--- src/rtl/alu_issue.sv ---
// Issue/sequencing stage in front of a 32-bit combinational ALU: decodes one instruction,
// holds the ALU operands for the settle time, captures the result and hands it to writeback.
// Optional build macro: DIVZERO_TRAP_EN (div with rt==0 completes as illegal without using the ALU).
module alu_issue #(
    parameter int DATA_WIDTH = 32,
    parameter int BASE_LAT   = 1,
    parameter int EXT_LAT    = 4
) (
    input  logic                  clk,
    input  logic                  rst_n,
    // decode side
    input  logic                  dec_valid,
    output logic                  dec_ready,
    input  logic [5:0]            dec_opcode,
    input  logic [5:0]            dec_funct,
    input  logic [DATA_WIDTH-1:0] dec_rs_val,
    input  logic [DATA_WIDTH-1:0] dec_rt_val,
    input  logic [15:0]           dec_imm,
    // ALU side
    output logic [DATA_WIDTH-1:0] alu_in1,
    output logic [DATA_WIDTH-1:0] alu_in2,
    output logic [3:0]            alu_ctrl,
    input  logic [DATA_WIDTH-1:0] alu_result,
    input  logic                  alu_iszero,
    // writeback side
    output logic                  wb_valid,
    input  logic                  wb_ready,
    output logic [DATA_WIDTH-1:0] wb_result,
    output logic                  wb_branch,
    output logic                  wb_taken,
    output logic                  wb_illegal,
    // debug
    output logic [1:0]            dbg_state
);

    // Handshakes: a transfer happens on a rising edge where valid and ready are both 1.
    // A producer holds valid and its payload until that edge; ready never depends on valid.

    typedef enum logic [1:0] {
        S_IDLE = 2'd0,
        S_EXEC = 2'd1,
        S_DONE = 2'd2
    } state_t;

    localparam int MAX_LAT = (BASE_LAT > EXT_LAT) ? BASE_LAT : EXT_LAT;
    localparam int CNT_W   = $clog2(MAX_LAT + 1);

    localparam logic [3:0] C_AND = 4'b0000;
    localparam logic [3:0] C_OR  = 4'b0001;
    localparam logic [3:0] C_ADD = 4'b0010;
    localparam logic [3:0] C_XOR = 4'b0011;
    localparam logic [3:0] C_NOR = 4'b0100;
    localparam logic [3:0] C_MUL = 4'b0101;
    localparam logic [3:0] C_SUB = 4'b0110;
    localparam logic [3:0] C_DIV = 4'b0111;
    localparam logic [3:0] C_SLL = 4'b1000;
    localparam logic [3:0] C_SRL = 4'b1001;
    localparam logic [3:0] C_SRA = 4'b1010;
    localparam logic [3:0] C_LUI = 4'b1011;
    localparam logic [3:0] C_BEQ = 4'b1100;
    localparam logic [3:0] C_BNE = 4'b1101;
    localparam logic [3:0] C_BLT = 4'b1110;
    localparam logic [3:0] C_BLE = 4'b1111;

    state_t                  state;
    logic [CNT_W-1:0]        cnt;
    logic                    br_q;

    logic [3:0]              d_ctrl;
    logic [DATA_WIDTH-1:0]   d_in1;
    logic [DATA_WIDTH-1:0]   d_in2;
    logic                    d_legal;
    logic                    d_branch;
    logic                    d_ext;
    logic                    d_trap;
    logic [DATA_WIDTH-1:0]   imm_sx;
    logic [DATA_WIDTH-1:0]   imm_zx;

    assign imm_sx = {{(DATA_WIDTH-16){dec_imm[15]}}, dec_imm};
    assign imm_zx = {{(DATA_WIDTH-16){1'b0}}, dec_imm};

    // Instruction decode: ALU control code and operand selection.
    always_comb begin
        d_ctrl   = C_AND;
        d_in1    = dec_rs_val;
        d_in2    = dec_rt_val;
        d_legal  = 1'b0;
        d_branch = 1'b0;
        d_ext    = 1'b0;
        d_trap   = 1'b0;
        if (dec_opcode == 6'h00) begin
            case (dec_funct)
                6'h20: begin d_ctrl = C_ADD; d_legal = 1'b1; end
                6'h22: begin d_ctrl = C_SUB; d_legal = 1'b1; end
                6'h24: begin d_ctrl = C_AND; d_legal = 1'b1; end
                6'h25: begin d_ctrl = C_OR;  d_legal = 1'b1; end
                6'h26: begin d_ctrl = C_XOR; d_legal = 1'b1; end
                6'h27: begin d_ctrl = C_NOR; d_legal = 1'b1; end
                6'h00, 6'h02, 6'h03: begin
                    // Shifts operate on rt; the shift amount reaches the ALU inside imm[10:6].
                    d_ctrl  = (dec_funct == 6'h00) ? C_SLL :
                              (dec_funct == 6'h02) ? C_SRL : C_SRA;
                    d_in1   = dec_rt_val;
                    d_in2   = imm_zx;
                    d_legal = 1'b1;
                end
                6'h18: begin d_ctrl = C_MUL; d_legal = 1'b1; d_ext = 1'b1; end
                6'h1A: begin
                    d_ctrl  = C_DIV;
                    d_legal = 1'b1;
                    d_ext   = 1'b1;
`ifdef DIVZERO_TRAP_EN
                    d_trap  = (dec_rt_val == '0);
`endif
                end
                default: d_legal = 1'b0;
            endcase
        end else begin
            case (dec_opcode)
                6'h08: begin d_ctrl = C_ADD; d_in2 = imm_sx; d_legal = 1'b1; end
                6'h0C: begin d_ctrl = C_AND; d_in2 = imm_zx; d_legal = 1'b1; end
                6'h0D: begin d_ctrl = C_OR;  d_in2 = imm_zx; d_legal = 1'b1; end
                6'h0E: begin d_ctrl = C_XOR; d_in2 = imm_zx; d_legal = 1'b1; end
                6'h0F: begin d_ctrl = C_LUI; d_in2 = imm_zx; d_legal = 1'b1; end
                6'h04: begin d_ctrl = C_BEQ; d_legal = 1'b1; d_branch = 1'b1; end
                6'h05: begin d_ctrl = C_BNE; d_legal = 1'b1; d_branch = 1'b1; end
                6'h06: begin d_ctrl = C_BLT; d_legal = 1'b1; d_branch = 1'b1; end
                6'h07: begin d_ctrl = C_BLE; d_legal = 1'b1; d_branch = 1'b1; end
                default: d_legal = 1'b0;
            endcase
        end
    end

    // Gated with rst_n so the decode side sees not-ready while reset is asserted.
    assign dec_ready = (state == S_IDLE) && rst_n;
    assign dbg_state = state;

    always_ff @(posedge clk or negedge rst_n) begin
        if (!rst_n) begin
            state      <= S_IDLE;
            cnt        <= '0;
            br_q       <= 1'b0;
            alu_in1    <= '0;
            alu_in2    <= '0;
            alu_ctrl   <= '0;
            wb_valid   <= 1'b0;
            wb_result  <= '0;
            wb_branch  <= 1'b0;
            wb_taken   <= 1'b0;
            wb_illegal <= 1'b0;
        end else begin
            case (state)
                S_IDLE: begin
                    if (dec_valid) begin
                        if (!d_legal || d_trap) begin
                            // Rejected instructions never touch the ALU operands.
                            wb_valid   <= 1'b1;
                            wb_result  <= '0;
                            wb_branch  <= 1'b0;
                            wb_taken   <= 1'b0;
                            wb_illegal <= 1'b1;
                            state      <= S_DONE;
                        end else begin
                            alu_in1  <= d_in1;
                            alu_in2  <= d_in2;
                            alu_ctrl <= d_ctrl;
                            br_q     <= d_branch;
                            cnt      <= d_ext ? CNT_W'(EXT_LAT) : CNT_W'(BASE_LAT);
                            state    <= S_EXEC;
                        end
                    end
                end
                S_EXEC: begin
                    if (cnt == CNT_W'(1)) begin
                        wb_valid   <= 1'b1;
                        wb_result  <= alu_result;
                        wb_branch  <= br_q;
                        wb_taken   <= br_q & alu_iszero;
                        wb_illegal <= 1'b0;
                        state      <= S_DONE;
                    end else begin
                        cnt <= cnt - CNT_W'(1);
                    end
                end
                S_DONE: begin
                    if (wb_ready) begin
                        wb_valid <= 1'b0;
                        state    <= S_IDLE;
                    end
                end
                default: state <= S_IDLE;
            endcase
        end
    end

endmodule

--- config.mk ---
export PLATFORM = sky130hd
export DESIGN_NAME = alu_issue
export DESIGN_NICKNAME = d
export VERILOG_FILES = /design/src/rtl/alu_issue.sv
export SDC_FILE = /design/constraint.sdc
export NUM_CORES = 1
export LEC_CHECK = 0
export BUFFER_PORTS_ARGS = -buffer_cell sky130_fd_sc_hd__buf_2
export CAP_MARGIN = 20
export CORE_UTILIZATION = 48
export CTS_CLUSTER_SIZE = 16
export DETAILED_ROUTE_END_ITERATION = 8
export PLACE_DENSITY = 0.81
export SLEW_MARGIN = 0
export SYNTH_ARGS = -nofsm -noshare
export SYNTH_HDL_FRONTEND = slang
export SYNTH_SLANG_ARGS = --single-unit
--- constraint.sdc ---
create_clock -name clk -period 2.42 [get_ports clk]
set_input_delay 0.242 -clock clk [delete_from_list [all_inputs] [get_ports clk]]
set_output_delay 0.242 -clock clk [all_outputs]
set_load 0.02 [all_outputs]
==> flow_metrics.tcl, run 1 <==
set metrics [dict create \
    status "finished, final reports clean" \
    synth_top_cell_area_share_pct 51.6 \
    yosysWarnings 0 \
    synth_area_um2 5340 \
    ant_nets 0 \
    rows 38 \
    fin_nets 797 \
    avgSynthCellArea_um2 12.1 \
    cts_buffers 9 \
    reg2reg_from "cnt[1]" \
    p_per_area_nw_per_um2 1010 \
    h-tree-depth 3 \
    grt_use_met2_pct 41.7 \
    met3_usage_pct 8.29 \
    skew_ns 0.0138 \
    final.fill_count 861 \
    num_io_pins 236 \
    max_stage_delay_ns 0.39 \
    synthArstFlopShare_pct 100 \
    netlist-cell-type-count 57 \
    setup_ws_ns 0.690 \
    path_delay_family "simple AND/OR/NAND/NOR gates" \
    cp.arrival_ns 2.01 \
    worstPathRequired_ns 2.70 \
    max_slew_margin_pct 59.2 \
    path_max_fanout 36 \
    syn_nets 572 \
    synth_top_area_cell "dfrtp_1" \
    fmax_mhz 578 \
    finalCriticalPeriod_ns 1.73 \
    post-route-drc-count 0 \
    cts.repair.resized 0 \
    antenna_found_initial 0 \
    drt_pass1_iterations 4 \
    finalSetupViolCount 0 \
    clockBufferDepth 2 \
    crit_buf_inv 2 \
    core_um2 10800 \
    start_util_pct 49.2 \
    grt_pass1_vias 4495 \
    yosysMostFrequentCell "dfrtp_1" \
    rr_worst_depth 8 \
    hp-class "input pin to flop" \
    busiest_layer "met2" \
    leakagePower_nw 3.74 \
    gp_congestion 0.869 \
    tritoncts "done" \
    reg2reg_to "wb_result[26]" \
    preCtsSetupSlack_ns 0.305 \
    rsz0062_at_grt "false" \
    synth-edff-count 0 \
    die_y_um 107 \
    cp.depth 8 \
    drive_gt1_share_pct 48.9 \
    clockRootBuffer "clkbuf_8" \
    cp-start-kind "flop" \
    grt_max_degree 111 \
    fin_crit_sh_pct 71.5 \
    path_cells "inv_1, ha_1, nor2b_1, mux2i_1, nor2_1, o21ai_2, buf_12, a22o_1" \
    dp_hpwl_um 9910 \
    area_delta_synth_final_pct 29.5 \
    die_area_um2 11500 \
    use_met1_pct 28.9 \
    power_w 0.00696 \
    drt_iter0_drc 223 \
    synth_cells 441 \
    crit_start "cnt[1]" \
    grt_usage_pct 24.5 \
    yosys-top-cells-count "dfrtp_1 (110), mux2_2 (48), a21oi_1 (37)" \
    drt_wl_total_um 13700 \
    grt_pass1_wl_um 21700 \
    ys_ff_latch 110 \
    slowest_stage "dfrtp_1" \
    vias_per_cell 5.46 \
    num_antenna_cells 0 \
    max_cap_viol_count 0 \
    grt_overflow 0 \
    peakVddDrop_mv 0.763 \
    port-buffer-count 235 \
    synth-main-ff-cell "dfrtp_1" \
    rrSetupSlack_ns 0.69 \
    clkTransAtPathRegs_ns 0.09 \
    drv_slew 0 \
    post_drt_wl_per_cell_um 16.9 \
    hold_viol_final 0 \
    crit_end "wb_result[26]" \
    clock-sinks 110 \
    ys_top_cells_by_area "dfrtp_1 (52%), mux2_2 (10%), mux2i_1 (6.4%)" \
    fp.dieW_um 107 \
    worst_slew_pin_slew_ns 0.612 \
    seq_area_frac_synth_pct 51.6 \
    vias 4417 \
    critPathKind "flop to flop" \
    finalSetupTns_ns 0 \
    clk_latency_ns 0.40 \
    cp-end-kind "flop" \
]
==> layer usage <==
layer	up-vias	share of wire (%)
met2	188	49
met5	-	0
li1	2069	-
met3	21	8.1
met4	0	2.1
met1	2139	41
==> layout by cell type, fill, tap and decap left out, drive strengths merged, types with 3 or more instances in the layout <==
cell | synthesis | routed
a31oi | 19 | 19
dfrtp | 110 | 110
nand2b | 3 | 3
inv | 21 | 21
a21oi | 37 | 37
a22o | 34 | 34
clkbuf | 17 | 10
o21ai | 4 | 4
nor4b | 3 | 3
o32ai | 3 | 3
nand2 | 11 | 11
buf | 17 | 247
nor2 | 12 | 12
nor2b | 6 | 6
mux2i | 34 | 34
mux2 | 68 | 68
==> flip-flops by register name (all words and copies together) (netlist names) <==
register    flops
br_q            1
alu_in1        32
dbg_state       2
wb_result      32
wb_taken        1
alu_ctrl        4
wb_branch       1
cnt             3
wb_illegal      1
alu_in2        32
wb_valid        1
==> metrics by stage <==
step / utilization, % / hold WS [ns] / instances / area (um2)
2_1_floorplan: - / -0.0536 / 441 / 5340
3_3_place_gp: 61.8 / 0.370 / 794 / 6700
3_5_place_dp: 61.8 / 0.379 / 794 / 6700
4_1_cts: 63.7 / 0.0503 / 809 / 6910
5_1_grt: 63.7 / 0.0461 / 809 / 6910
6_report: 63.7 / 0.0674 / 809 / 6910
==> cells by family after synthesis <==
group	synth area share [%]
AO/OA/AOI/OAI	15.9
flip-flops	51.6
multiplexers	21.4
buffers and inverters	4.57
AND/OR/NAND/NOR	5.74
XOR/XNOR	0.328
adder cells (fa/ha/maj)	0.469
==> report_power, final <==
group | internal, W | switching, W | leakage, nW
clock network | 0.000572 | 0.000605 | 0.102
logic | 0.00113 | 0.00172 | 2.27
registers | 0.00252 | 0.000403 | 1.37
==> repair_timing <==
item | in CTS | in global routing
hold buffers | 1 | 0
setup buffers | 0 | 0
endpoints found under the hold margin | 110 | 0
==> worst min path at each step <==
| stage | to | slack [ns] | start | cells past startpoint |
|---|---|---|---|---|
| floorplan | alu_ctrl[0] | -0.05 | rst_n | 0 |
| global placement | wb_result[0] | 0.37 | rst_n | 2 |
| detailed placement | wb_illegal | 0.38 | rst_n | 2 |
| CTS | wb_result[13] | 0.05 | alu_result[13] | 2 |
| global route | wb_result[15] | 0.05 | alu_result[15] | 2 |
| finish | wb_result[13] | 0.07 | alu_result[13] | 2 |
==> cell type report <==
cell class                 count  area [um2]  area share, %
sequential                   110        2750           39.8
multi-input combinational    276        2360           34.2
timing repair buffer         248        1340           19.4
tap                          140         175           2.53
clock buffer                  10         128           1.85
inverter                      21        78.8           1.14
clock inverter                 4        73.8           1.07
Power figures use the tool's default switching activity.
==> inputs of run 2 (changes only) <==
Settings changed: CORE_UTILIZATION 48 to 43, PLACE_DENSITY 0.81 to 0.77.
Clock period 2.42 ns to 1.5 ns, I/O delays scaled along.
==> run 2 against run 1 <==
The run now ends with setup timing left; setup slack worse by 0.86 ns; non-clock buffer count up 66; via count up 11%; hold slack got worse by 0.039 ns; register-to-register slack got worse by 0.82 ns; routed wire length is 23% higher; utilization increased by 4.8 points; die area increased by 11%; highest routed layer unchanged.
==> flow_metrics.tcl, run 2 (same netlist as run 1, synthesis figures left out) <==
set metrics [dict create \
    cp-start-kind "input pin" \
    vias_per_cell 5.40 \
    path_max_fanout 7 \
    worst_slew_pin_slew_ns 0.638 \
    rows 40 \
    mostFrequentLayoutCells "buf_2 (227), dfrtp_1 (109), buf_4 (47)" \
    dpl_cell_area_um2 7100 \
    hold_viol_final 0 \
    cp.arrival_ns 1.91 \
    drive_gt1_share_pct 59.2 \
    slowest_stage "o32ai_4" \
    use_met1_pct 30.6 \
    core_um2 12100 \
    rrSetupSlack_ns -0.13 \
    met3_usage_pct 7.01 \
    max_slew_margin_pct 57.5 \
    rr_worst_depth 6 \
    drt_iter0_drc 239 \
    tritoncts "done" \
    finalSetupTns_ns -8.80 \
    cp_common_cell "buf_12" \
    setup_ws_ns -0.170 \
    hp-class "input pin to flop" \
    grt_pass1_wl_um 25200 \
    path_delay_family "simple AND/OR/NAND/NOR gates" \
    vias 4886 \
    reg.largest.list "alu_in1 x32, alu_in2 x32, wb_result x32" \
    fin_crit_sh_pct 111 \
    ant_nets 0 \
    fp.dieW_um 113 \
    finalSetupViolCount 90 \
    violations "setup timing" \
    max_cap_viol_count 0 \
    rsz0062_at_grt "true" \
    finalCriticalPeriod_ns 1.67 \
    hold_depth 2 \
    drt_pass1_iterations 5 \
    num_io_pins 236 \
    skew_ns 0.00863 \
    max_stage_delay_ns 0.36 \
    fmax_mhz 599 \
    grt_max_degree 111 \
    finalInstanceArea_um2 8270 \
    port-buffer-count 235 \
    num_antenna_cells 0 \
    leakagePower_nw 4.41 \
    h-tree-depth 3 \
    post-route-drc-count 0 \
    post_drt_wl_per_cell_um 18.6 \
    cp.depth 8 \
    clkTransAtPathRegs_ns 0.08 \
    crit_end "alu_in1[23]" \
    critPathKind "input pin to flop" \
    dp_hpwl_um 10400 \
    drv_slew 0 \
    clock-sinks 110 \
    antenna_found_initial 0 \
    clockRootBuffer "clkbuf_16" \
    busiest_layer "met2" \
    grt_use_met2_pct 43.6 \
    drt_wl_total_um 16800 \
    p_per_area_nw_per_um2 1540 \
    die_area_um2 12900 \
    grt_pass1_vias 4853 \
    grt_overflow 0 \
    start_util_pct 44.3 \
    path_cells "buf_12, buf_12, nor4b_4, a211oi_2, o32ai_4, nand2_4, clkbuf_16, mux2_4" \
    grt_usage_pct 25.4 \
    reg2reg_from "cnt[0]" \
    status "finished, violations left" \
    die_y_um 113 \
    final_common_cell "buf_2" \
    peakVddDrop_mv 1.28 \
    cts_buffers 9 \
    crit_buf_inv 3 \
    cp-end-kind "flop" \
    reg2reg_to "cnt[0]" \
    clk_latency_ns 0.35 \
    worstPathRequired_ns 1.74 \
    crit_start "dec_funct[3]" \
    gp_congestion 0.802 \
    fin_nets 863 \
    clockBufferDepth 2 \
    area_delta_synth_final_pct 54.9 \
]
-- run 2: cell count changes in the layout (fill, tap and decap cells not counted), sizes merged --
cell / previous run / this run
bufbuf: 0 / 1
clkinv: 2 / 1
clkinvlp: 0 / 1
inv: 21 / 22
clkbuf: 10 / 16
buf: 247 / 307
-- run 2: power by group --
| part | switching (W) | internal, W | leakage [nW] |
|---|---|---|---|
| clock | 0.00109 | 0.00151 | 0.156 |
| sequential | 0.000661 | 0.00407 | 1.37 |
| combinational | 0.00302 | 0.00239 | 2.89 |
| total | 0.00477 | 0.00797 | 4.41 |
-- run 2: per-stage QoR --
| stage | hold WS [ns] | cells | utilization, % | setup slack, ns | power (W) |
|---|---|---|---|---|---|
| 6_report | 0.0282 | 905 | 68.5 | -0.170 | 0.0127 |
| 4_1_cts | 0.0140 | 897 | 66.6 | -0.116 | 0.0126 |
| 2_1_floorplan | -0.146 | 441 | - | -0.246 | 0.00759 |
| 3_3_place_gp | 0.281 | 858 | 58.9 | -0.461 | 0.00939 |
| 3_5_place_dp | 0.294 | 858 | 58.9 | -0.459 | 0.00956 |
| 5_1_grt | 0.0197 | 905 | 68.5 | -0.204 | 0.0134 |
-- run 2: metal layers --
layer / up-vias / share of wire, %
li1: 2213 / -
met1: 2382 / 40
met2: 254 / 50
met3: 37 / 7.6
met4: 0 / 2.5
met5: - / 0
-- run 2: final cells by class --
cell class	instances	area, um2
Tap cell	168	210
Timing Repair Buffer	314	2260
Clock inverter	5	81.3
Fill cell	870	3800
Clock buffer	11	243
Multi-Input combinational cell	276	2640
Inverter	21	78.8
Sequential cell	110	2750
-- run 2: worst min-delay path by stage --
stage | startpoint | to | slack, ns
after floorplan | rst_n | alu_ctrl[0] | -0.15
after global placement | rst_n | wb_result[30] | 0.28
after detailed placement | rst_n | wb_result[1] | 0.29
after CTS | alu_result[24] | wb_result[24] | 0.01
after global routing | alu_result[23] | wb_result[23] | 0.02
final | alu_result[24] | wb_result[24] | 0.03
-- run 2: timing repair --
| action | 4_1_cts | 5_1_grt |
|---|---|---|
| resized for setup | 66 | 28 |
| pin swaps | 18 | 17 |
| cloned | 8 | 4 |
| endpoints found under the setup margin | 87 | 111 |
| hold buffers | 1 | 0 |
| buffers inserted | 14 | 5 |
| hold endpoints to repair | 110 | 0 |
==> inputs of run 3 (changes only) <==
Settings changed: CELL_PAD_IN_SITES_DETAIL_PLACEMENT set to 1, CELL_PAD_IN_SITES_GLOBAL_PLACEMENT set to 1, CORE_ASPECT_RATIO set to 1.25, CORE_UTILIZATION 43 to 33, PLACE_DENSITY 0.77 to not set, PLACE_DENSITY_LB_ADDON set to 0.1.
==> run 3 against run 2 <==
Largest power group unchanged; via count decreased by 3.5%; hold slack worse by 0.0051 ns; routed wire length grew 0.76%; setup slack better by 0.030 ns; sequential share of layout area rose by 0.13 points; critical endpoint is now alu_in1[24]; the flow still finishes with violations (setup timing); register-to-register slack better by 0.03 ns; die area increased by 30%; first-iteration DRC count is 42% lower; clock skew is 0.0015 ns higher; largest cell class unchanged; final cell count is 5.4% higher.
==> flow_metrics.tcl, run 3 (same netlist as run 1, synthesis figures left out) <==
set metrics [dict create \
    dpl_cell_area_um2 7190 \
    cp-end-kind "flop" \
    cp.arrival_ns 1.87 \
    drive_gt1_share_pct 58.2 \
    grt_usage_pct 20.0 \
    leakagePower_nw 4.31 \
    max_cap_viol_count 0 \
    p_per_area_nw_per_um2 1500 \
    clkTransAtPathRegs_ns 0.08 \
    crit_start "dec_opcode[3]" \
    reg2reg_from "dbg_state[1]" \
    finalSetupTns_ns -4.35 \
    post-route-util_pct 52.4 \
    reg.largest.list "alu_in1 x32, alu_in2 x32, wb_result x32" \
    crit_end "alu_in1[24]" \
    preCtsSetupSlack_ns -0.485 \
    post-route-drc-count 0 \
    die_area_um2 16700 \
    drt_wl_total_um 16900 \
    rr_worst_depth 6 \
    drv_slew 0 \
    hp-class "input pin to flop" \
    grt_max_degree 111 \
    gp_congestion 0.823 \
    fp.dieW_um 116 \
    fin_crit_sh_pct 109 \
    tritoncts "done" \
    clock-sinks 110 \
    grt_pass1_vias 4936 \
    worst_slew_pin_slew_ns 0.684 \
    max_slew_margin_pct 54.4 \
    die_y_um 144 \
    cp-start-kind "input pin" \
    path_max_fanout 8 \
    ant_nets 0 \
    reg2reg_to "alu_in1[24]" \
    drt_iter0_drc 138 \
    finalInstanceArea_um2 8230 \
    fmax_mhz 610 \
    hold_viol_final 0 \
    finalSetupViolCount 81 \
    final.fill_count 1762 \
    clk_latency_ns 0.35 \
    skew_ns 0.0101 \
    finalCriticalPeriod_ns 1.64 \
    setup_ws_ns -0.140 \
    post_drt_wl_per_cell_um 17.7 \
    vias_per_cell 4.94 \
    drt_pass1_iterations 4 \
    h-tree-depth 3 \
    antenna_found_initial 0 \
    rrSetupSlack_ns -0.10 \
    area_delta_synth_final_pct 54.2 \
    critPathKind "input pin to flop" \
    grt_overflow 0 \
    dp_hpwl_um 11700 \
    start_util_pct 34.0 \
    core_um2 15700 \
    vias 4714 \
    clockBufferDepth 2 \
    violations "setup timing" \
    final_common_cell "buf_2" \
    num_io_pins 236 \
    rsz0062_at_grt "true" \
    status "finished, violations left" \
    port-buffer-count 235 \
    timing.hold.ws_ns 0.0232 \
    fin_nets 869 \
    rows 51 \
    mostFrequentLayoutCells "buf_2 (227), dfrtp_1 (109), buf_4 (53)" \
    grt_pass1_wl_um 25700 \
    cts_buffers 9 \
    num_antenna_cells 0 \
    clockRootBuffer "clkbuf_16" \
    peakVddDrop_mv 0.766 \
    worstPathRequired_ns 1.73 \
]
run 3: worst max-delay path, stage by stage:
cell       delay [ns]
buf_6            0.10
nor4_4           0.37
nand2_2          0.14
o32ai_4          0.36
nand2_4          0.15
buf_12           0.16
clkbuf_16        0.16
mux2_4           0.29
run 3: timing repair:
item / 4_1_cts / 5_1_grt
setup buffers: 7 / 13
hold endpoints to repair: 110 / 0
endpoints found under the setup margin: 103 / 110
pin swaps: 9 / 12
hold buffers: 1 / 0
resized for setup: 45 / 42
gates cloned: 5 / 4
run 3: worst min-delay path by stage:
stage / start / endpoint / slack (ns) / cells after the start
2_1_floorplan: rst_n / alu_ctrl[0] / -0.15 / 0
3_3_place_gp: rst_n / wb_result[1] / 0.31 / 2
3_5_place_dp: rst_n / wb_result[4] / 0.31 / 2
4_1_cts: alu_result[22] / wb_result[22] / 0.01 / 2
5_1_grt: alu_result[18] / wb_result[18] / 0.006 / 2
6_report: alu_result[22] / wb_result[22] / 0.02 / 2
run 3: layout make-up:
cell class	count	area [um2]	share of cell area [%]
Sequential cell	110	2750	33.4
Clock inverter	5	65.1	0.790
Clock buffer	10	239	2.90
Multi-Input combinational cell	276	2590	31.5
Timing Repair Buffer	320	2240	27.2
Tap cell	212	265	3.22
Inverter	21	78.8	0.957
run 3: metrics by stage:
stage	power (W)	cells
6_report	0.0124	954
5_1_grt	0.0131	954
4_1_cts	0.0124	940
3_5_place_dp	0.00967	912
3_3_place_gp	0.00953	912
2_1_floorplan	0.00759	441
run 3: power by group:
group	switching (W)	internal, W
clock network	0.00114	0.00135
logic	0.00299	0.00222
registers	0.000618	0.00406
run 3: metal layers:
metal  global-route usage [%]  share of wire, %
met2                     34.2                50
met3                     4.82               6.8
met4                     5.67               1.3
met1                     24.9                41
met5                        0                 0
